### src/rtl/frame_swap_ctrl.sv
// Double-buffered frame sequencer: routes Painter writes to the back RGB plane or the
// special strip, flips front/back on the vsync after a swap request, then clears the new back plane.
module frame_swap_ctrl #(
   parameter int         PLANE_SIZE   = 19200,
   parameter int         SPECIAL_SIZE = 1600,
   parameter int         ADDR_W       = 16,
   parameter bit         CLEAR_EN     = 1'b1,
   parameter logic [2:0] CLEAR_COLOR  = 3'b000
) (
   input  logic              clk,
   input  logic              reset,
   input  logic              vsync,
   input  logic              swap_req,
   input  logic              p_we,
   input  logic [15:0]       p_addr,
   input  logic [2:0]        p_color,
   output logic              p_ready,
   output logic              rgb_we,
   output logic [ADDR_W-1:0] rgb_addr,
   output logic [2:0]        rgb_data,
   output logic              sp_we,
   output logic [10:0]       sp_addr,
   output logic [2:0]        sp_data,
   output logic              front_sel,
   output logic              swap_done,
   output logic              addr_err
);

   localparam int CNT_W = $clog2(PLANE_SIZE);

   localparam logic [1:0] S_IDLE    = 2'd0;
   localparam logic [1:0] S_WAIT_VS = 2'd1;
   localparam logic [1:0] S_SWAP    = 2'd2;
   localparam logic [1:0] S_CLEAR   = 2'd3;

   localparam logic [15:0]       SP_BASE   = 16'(PLANE_SIZE);
   localparam logic [15:0]       SP_END    = 16'(PLANE_SIZE + SPECIAL_SIZE);
   localparam logic [ADDR_W-1:0] PLANE_OFS = ADDR_W'(PLANE_SIZE);
   localparam logic [CNT_W-1:0]  CNT_LAST  = CNT_W'(PLANE_SIZE - 1);

   // Both planes must fit the physical RGB address space; the special strip must fit sp_addr.
   generate
      if (2 * PLANE_SIZE >= (1 << ADDR_W)) begin : g_plane_size_chk
         $error("frame_swap_ctrl: 2*PLANE_SIZE does not fit in ADDR_W bits");
      end
      if (SPECIAL_SIZE > 2048) begin : g_special_size_chk
         $error("frame_swap_ctrl: SPECIAL_SIZE does not fit the 11-bit special address");
      end
      if (PLANE_SIZE + SPECIAL_SIZE > 65536) begin : g_logical_size_chk
         $error("frame_swap_ctrl: logical address range exceeds 16-bit p_addr");
      end
   endgenerate

   logic [1:0]        state;
   logic [1:0]        state_nxt;
   logic [CNT_W-1:0]  clr_cnt;
   logic              vs_meta;
   logic              vs_cur;
   logic              vs_prev;
   logic              vs_fall;
   logic              in_rgb;
   logic              in_sp;
   logic              clr_last;
   logic [ADDR_W-1:0] back_base;

   // ---------------------------------------------------------------------
   // vsync synchroniser and falling-edge detector (vgaClk -> clk)
   // ---------------------------------------------------------------------
   // NOTE: sequential state uses non-blocking assignments so every flop samples
   // the pre-edge value of its neighbour; blocking here would collapse the chain.
   always_ff @(posedge clk) begin
      if (reset) begin
         vs_meta <= 1'b1;
         vs_cur  <= 1'b1;
         vs_prev <= 1'b1;
      end else begin
         vs_meta <= vsync;
         vs_cur  <= vs_meta;
         vs_prev <= vs_cur;
      end
   end

   // Edge is only consumed in WAIT_VS; a fall seen in any other state is simply dropped.
   assign vs_fall = vs_prev & ~vs_cur;

   // ---------------------------------------------------------------------
   // Address decode and plane selection
   // ---------------------------------------------------------------------
   assign p_ready   = (state == S_IDLE);
   assign in_rgb    = (p_addr < SP_BASE);
   assign in_sp     = !in_rgb && (p_addr < SP_END);
   assign back_base = front_sel ? '0 : PLANE_OFS;
   assign clr_last  = (clr_cnt == CNT_LAST);

   // ---------------------------------------------------------------------
   // Sequencer next state
   // ---------------------------------------------------------------------
   // NOTE: state_nxt gets a default before the case so no path leaves it
   // unassigned, which would otherwise infer a latch.
   always_comb begin
      state_nxt = state;
      case (state)
         S_IDLE: begin
            if (swap_req) state_nxt = S_WAIT_VS;
         end
         S_WAIT_VS: begin
            if (vs_fall) state_nxt = S_SWAP;
         end
         S_SWAP: begin
            state_nxt = CLEAR_EN ? S_CLEAR : S_IDLE;
         end
         S_CLEAR: begin
            if (clr_last) state_nxt = S_IDLE;
         end
         default: state_nxt = S_IDLE;
      endcase
   end

   always_ff @(posedge clk) begin
      if (reset) begin
         state     <= S_IDLE;
         front_sel <= 1'b0;
         clr_cnt   <= '0;
         swap_done <= 1'b0;
      end else begin
         state     <= state_nxt;
         swap_done <= 1'b0;
         case (state)
            S_SWAP: begin
               front_sel <= ~front_sel;
               clr_cnt   <= '0;
               if (!CLEAR_EN) swap_done <= 1'b1;
            end
            S_CLEAR: begin
               clr_cnt <= clr_cnt + CNT_W'(1);
               // Final clear write and swap_done leave the registers on the same edge.
               if (clr_last) swap_done <= 1'b1;
            end
            default: ;
         endcase
      end
   end

   // ---------------------------------------------------------------------
   // Registered write port to the RGB and special RAMs
   // ---------------------------------------------------------------------
   always_ff @(posedge clk) begin
      if (reset) begin
         rgb_we   <= 1'b0;
         rgb_addr <= '0;
         rgb_data <= '0;
         sp_we    <= 1'b0;
         sp_addr  <= '0;
         sp_data  <= '0;
         addr_err <= 1'b0;
      end else begin
         rgb_we <= 1'b0;
         sp_we  <= 1'b0;
         case (state)
            S_IDLE: begin
               // front_sel cannot change in IDLE, so a write alongside swap_req lands in the old back plane.
               if (p_we) begin
                  if (in_rgb) begin
                     rgb_we   <= 1'b1;
                     rgb_addr <= ADDR_W'(p_addr) + back_base;
                     rgb_data <= p_color;
                  end else if (in_sp) begin
                     sp_we   <= 1'b1;
                     sp_addr <= 11'(p_addr - SP_BASE);
                     sp_data <= p_color;
                  end else begin
                     addr_err <= 1'b1;
                  end
               end
            end
            S_CLEAR: begin
               // front_sel has already toggled here, so back_base points at the new back plane.
               rgb_we   <= 1'b1;
               rgb_addr <= back_base + ADDR_W'(clr_cnt);
               rgb_data <= CLEAR_COLOR;
            end
            default: ;
         endcase
      end
   end

endmodule

### config.mk
export PLATFORM = sky130hd
export DESIGN_NAME = frame_swap_ctrl
export DESIGN_NICKNAME = d
export VERILOG_FILES = /design/src/rtl/frame_swap_ctrl.sv
export SDC_FILE = /design/constraint.sdc
export NUM_CORES = 1
export LEC_CHECK = 0
export CAP_MARGIN = 20
export CORE_AREA = 2 2 74 76
export CTS_BUF_LIST = sky130_fd_sc_hd__clkbuf_8
export CTS_CLUSTER_SIZE = 8
export DETAILED_ROUTE_END_ITERATION = 12
export DIE_AREA = 0 0 76 78
export DONT_BUFFER_PORTS = 1
export PLACE_DENSITY = 0.71
export SLEW_MARGIN = 20
export SYNTH_ARGS = -nofsm -noshare
export SYNTH_HDL_FRONTEND = slang
export SYNTH_SLANG_ARGS = --single-unit
export TNS_END_PERCENT = 100
### constraint.sdc
create_clock -name clk -period 8.62 [get_ports clk]
set_input_delay 0.431 -clock clk [delete_from_list [all_inputs] [get_ports clk]]
set_output_delay 0.431 -clock clk [all_outputs]
set_load 0.01 [all_outputs]
### Word-level counts from Yosys, hierarchy flattened

Cells that the tools add are included.

* flip-flop bits (word level): 58
* bits of input ports: 24
* output and inout port bits: 39

* add/sub/neg operators: 4
* $lt $le $gt $ge: 2
* eq/ne operators: 9
* multiplexer cells: 17
* bitwise operators: 8
* reductions and logical operators: 11

Operators by type and width (number)
* less-than comparator 16 x 15 -> 1 bit, second input constant: 2
* two-way mux 16 bit: 2
* one-hot mux 16 bit (2 select lines): 1
* one-hot mux 15 bit (2 select lines): 1
* adder 15 x 15 -> 16 bit: 1
* adder 16 x 15 -> 16 bit: 1
* adder 15 x 1 -> 15 bit, second input constant: 1
* == test 15 bit, second input constant: 1
* two-way mux 15 bit: 1
* subtractor 11 x 10 -> 11 bit, second input constant: 1
* != test 2 bit, second input constant: 4
* one-hot mux 2 bit (4 select lines): 1
* AND reduction 4 bit: 2
* inverter 1 bit: 7
* two-way mux 2 bit: 3
* two-way mux 3 bit: 2
* one-hot mux 3 bit (2 select lines): 1
* AND reduction 3 bit: 2
* == test 2 bit, second input constant: 2
* two-way mux 1 bit: 4
* nonzero test 2 bit: 2
* OR reduction 4 bit: 1
* == test 2 x 1 -> 1 bit, second input constant: 1
* logical NOT 2 bit: 1
* 6 further kinds: 6

### Longest topological paths before layout

* depth in word-level cells: 5
* mapped depth: 12
* mapped depth without buffers: 9

### Worst setup path after synthesis

OpenSTA, ideal clock, no wires.

* kind: reg-to-reg
* from: reg state[0]
* to: reg rgb_addr[15]
* setup time: 0.087 ns
* arrival: 2.704 ns
* required time: 8.533 ns
* setup slack: 5.829 ns
* cell stages (with the launch flop): 11
* period minus slack after synthesis: 2.791 ns
* path through: dfxtp_1 ha_1 buf_4 buf_2 buf_1 mux2_2 ha_1 nor2_1 a2111oi_0 o211ai_1 o31ai_1

* cells in the longest elaborated chain, start to end: 3

Ends and longest elaborated chain
* start: declaration: RTL line 54 `logic [1:0] state;`
* start signal: assignment: RTL line 126 `state <= state_nxt;`
* logical NOT 2 bit / == test 2 bit (equally long branches): RTL line 159 `case (state)`
* != test 2 x 1 -> 1 bit (no source line) (tied with other cells)
* AND reduction 3 bit (no source line)
* end signal: assignment: RTL line 165 `rgb_addr <= ADDR_W'(p_addr) + back_base;`
* end signal: assignment: RTL line 179 `rgb_addr <= back_base + ADDR_W'(clr_cnt);`
* end: declaration: RTL line 19 `output logic [ADDR_W-1:0] rgb_addr,`

Several ways; a longest one is shown, not always the timed one.
A chain may end at the register's enable or synchronous reset.

### Worst setup path in the final report

Same ends and word-level chain as after synthesis.

==> PnR_summary.wiki <==
{| class="wikitable"
! Metric !! Value
|-
| Sw Share || 32.55%
|-
| Post-Route Skew || 0.009884 ns
|-
| Worst voltage drop across the vdd grid || 0.1915 mV
|-
| Highest achievable clock rate || 0.3439 GHz
|-
| Power share of the combinational group || 24.6%
|-
| Power density over cell area || 244.3 mW/mm²
|-
| Num CTS Buffers || 9
|-
| HPWL after DPL || 4.987 mm
|-
| Critical Path Sink Type || flip-flop
|-
| Crit path time final || 2.908 ns
|-
| Xor/xnor cell area share of the yosys netlist || 1.170%
|-
| Cell seen most often among critical-path stages || ha_1
|-
| Sw Pwr || 254.5 µW
|-
| Average vias per placed instance || 6.303
|-
| Worst hold path class || input port to flip-flop
|-
| # IOs || 63
|-
| Clock tree from TritonCTS || done
|-
| Post-Syn Area per Cell || 8.832 µm²
|-
| Fin crit share || 33.74%
|-
| Number of nets still failing antenna checks after routing || 0
|-
| Finish-stage setup viols || 0
|-
| Required time of the worst setup path || 8.86 ns
|-
| Largest buffer count on any clock path || 2
|-
| Number of iterations in the first detailed-routing pass || 4
|-
| Number of buffers inserted to repair setup after CTS || 0
|-
| Wire length reported by the detailed router || 7.233 mm
|-
| Series of cell instances along the critical path || ha_1, buf_4, mux2_2, ha_1, nor2_1, a2111oi_0, o211ai_1, o31ai_1
|-
| Yosys synthesis warning count || 0
|-
| Critical Path AT || 3.15 ns
|-
| Number of antenna violations at the first check in global routing || 0
|-
| Y dimension of the die || 78 µm
|-
| Dominant combinational cell family by area after synthesis || compound AO/OA/AOI/OAI gates
|-
| Post-synthesis sequential area ratio || 38.78%
|-
| Crit path max fanout || 45
|-
| Synth Cell Area || 0.002994 mm²
|-
| Total via count after detailed routing || 2,540
|-
| Buffer type at the clock tree root || clkbuf_8
|-
| Least setup slack across all paths after layout || 5.712 ns
|-
| Number of antenna cells inserted || 0
|-
| Run status || completed
|-
| Share of post-route cells with drive strength above 1 || 10.81%
|-
| Depth of the worst register-to-register path || 8
|-
| Area grow syn2layout || 6.895%
|-
| Total routing usage reported by global routing || 24.74%
|-
| Leakage power figure || 1.060 nW
|-
| Total of flip-flops plus latches after synthesis || 58
|-
| Proportion of synthesized area in mux cells || 5.850%
|-
| Cell variety after synth || 55
|-
| Routed WL per cell || 17.95 µm
|-
| Beginning of the worst register-to-register path || state[0]$_SDFFE_PP0P_
|-
| Initial Utilization || 59.38%
|-
| Final number of max-transition violations || 0
|-
| Design internal power || 527.5 µW
|-
| Number of buffers inserted by hold repair at cts || 0
|-
| Relative slew margins || 49.90%
|-
| Setup Slack @ Placement || 5.723 ns
|-
| Adder-cell share of the synthesized area || 5.265%
|-
| Synthesized-area fraction occupied by ao, oa, aoi and oai cells || 24.36%
|-
| Setup crit start kind || flip-flop
|-
| Maximum number of pins on one net before global-route repair || 63
|-
| Total of max-cap violations || 0
|-
| Global placer's final weighted congestion || 0.9106
|-
| Fraction of power consumed by sequential logic || 40.9%
|-
| Vias in the first global route || 2,376
|-
| Gates resized, CTS repair || 0
|-
| Count of input and output buffers || 0
|-
| Share of flip-flops with an asynchronous set or reset || 0%
|-
| Slowest cell on the critical path || a2111oi_0
|-
| Clock input transition at the sequential cells of the worst setup and hold paths || 0.06 ns
|-
| Transition time at the pin with the least slew margin || 0.7325 ns
|-
| Final-stage net count || 365
|-
| Min-delay src || reset
|-
| Clock sink total || 58
|-
| H-Tree Level Count || 3
|-
| Critical path class || flip-flop to flip-flop
|-
| Core area || 0.005042 mm²
|-
| First DRT Iteration DRCs || 97
|-
| Fraction of the mapped netlist area in simple logic gates || 19.52%
|-
| Wire length of the first global-routing pass || 11.67 mm
|-
| Largest incremental delay on the critical path || 0.63 ns
|-
| End of the worst register-to-register path || rgb_addr[15]$_SDFFE_PP0P_
|-
| Final hold violation count || 0
|-
| Setup TNS || 0 ns
|-
| Number of flops mapped to enable cells by yosys || 0
|-
| Total congestion overflow || 0
|-
| Clock share of power || 34.5%
|-
| Die Footprint || 0.005928 mm²
|-
| Clock latency at the later pin of the worst-skew pair || 0.34 ns
|-
| Die X || 76 µm
|-
| Site Rows || 26
|-
| Worst R2R Setup Slack || 5.71 ns
|-
| Hold depth || 1
|-
| Synth Net Count || 375
|-
| Top flip-flop cell by instance count after synthesis || dfxtp_1
|-
| Unrepaired setup endpoints after global routing || false
|-
| Post-synthesis cell count || 339
|-
| Detailed-route DRC error count || 0
|-
| End point of the most critical hold path || rgb_addr[12]$_SDFFE_PP0P_
|}
registers in the layout, summed over array words and instances (netlist names), 2 cells and up:
register  flops
clr_cnt      15
state         2
rgb_addr     16
sp_data       3
sp_addr      11
rgb_data      3
Yosys cell counts, types with 6 or more instances:
master     n  area, µm²
nand2_1   18      67.56
buf_2      6      30.03
o21ai_0   21      105.1
a211oi_1  10      75.07
clkbuf_1  13      48.80
mux2i_1   13      130.1
nor2_1    26      97.59
inv_1     11      41.29
nand3_1   21      105.1
dfxtp_1   58       1161
a21oi_1   25      125.1
nand2b_1   7      43.79
ha_1      11      137.6
a311oi_1   8      70.07
worst max-delay path: cells and delay by family (launching register included):
kind | cells | cell delay [ns]
compound gates | 3 | 1.03
mux | 1 | 0.40
fa+ha+maj | 2 | 0.52
simple gates | 1 | 0.05
flops | 1 | 0.38
buf+inv | 1 | 0.43
metrics by stage:
step | util [%] | instances | total power, mW | hold WS, ns | instance area, µm²
3_3_place_gp | 59.38 | 388 | 0.5103 | 0.3913 | 2994
2_1_floorplan | - | 339 | 0.4831 | 0.3895 | 2994
3_5_place_dp | 59.38 | 388 | 0.5163 | 0.4187 | 2994
6_report | 63.47 | 403 | 0.7820 | 0.1561 | 3201
4_1_cts | 63.47 | 403 | 0.7855 | 0.1437 | 3201
5_1_grt | 63.47 | 403 | 0.8241 | 0.1417 | 3201
cell families (layout without fill, tap and decap cells):
kind of cell | count (synthesis) | in the layout
fa+ha+maj | 12 | 12
xor+xnor | 4 | 4
buf+inv | 35 | 29
simple gates | 112 | 112
compound gates | 101 | 101
flops | 58 | 58
mux | 17 | 17
power by group through the flow:
| stage | clock, mW | sequential, mW | combinational (mW) |
|---|---|---|---|
| after floorplan | 0 | 0.320 | 0.163 |
| after global placement | 0 | 0.325 | 0.185 |
| after detailed placement | 0 | 0.326 | 0.190 |
| after CTS | 0.273 | 0.320 | 0.192 |
| after global routing | 0.286 | 0.323 | 0.215 |
| final | 0.270 | 0.320 | 0.192 |
per-layer routing:
layer,vias up,global-route usage [%],wire [µm]
met2,88,38.84,3342
met1,1194,32.21,3261
met3,8,8.023,534
met5,-,0,0
met4,0,8.545,94
li1,1250,-,-
layout by cell type, fill, tap and decap left out, types with 3 or more instances in the layout:
cell type / n
nand4_1: 5
a21oi_1: 25
a32oi_1: 3
a31oi_1: 3
nor2_1: 26
nand2_1: 18
a211oi_1: 10
o21ai_0: 21
nor3_1: 5
or4_1: 4
or3_1: 3
o211ai_1: 3
nor4_1: 3
a311oi_1: 8
clkinv_2: 3
a211oi_2: 5
buf_4: 3
mux2_2: 4
dfxtp_1: 58
nand2b_1: 7
xnor2_1: 3
or2_2: 4
mux2i_1: 13
nand3_1: 21
inv_1: 11
clkbuf_8: 9
ha_1: 11
a41oi_1: 4
o21a_1: 4
and4_1: 5
final cells by class:
type | count | area, µm²
fillers | 426 | 1842
inverters | 11 | 41.29
flip-flops and latches | 58 | 1161
multi-input cells | 246 | 1682
clock buffers | 9 | 123.9
repair buffers | 3 | 22.52
clock inverters | 6 | 82.58
well taps | 70 | 87.58
worst max-delay path by stage:
stage | start | slack [ns] | to
final | state[0]$_SDFFE_PP0P_ | 5.71 | rgb_addr[15]$_SDFFE_PP0P_
after global routing | state[0]$_SDFFE_PP0P_ | 5.55 | rgb_addr[15]$_SDFFE_PP0P_
after CTS | state[0]$_SDFFE_PP0P_ | 5.71 | rgb_addr[15]$_SDFFE_PP0P_
after detailed placement | state[0]$_SDFFE_PP0P_ | 5.72 | rgb_addr[15]$_SDFFE_PP0P_
after global placement | state[0]$_SDFFE_PP0P_ | 5.86 | rgb_addr[15]$_SDFFE_PP0P_
after floorplan | state[0]$_SDFFE_PP0P_ | 5.83 | rgb_addr[15]$_SDFFE_PP0P_
Power figures use the tool's default switching activity.
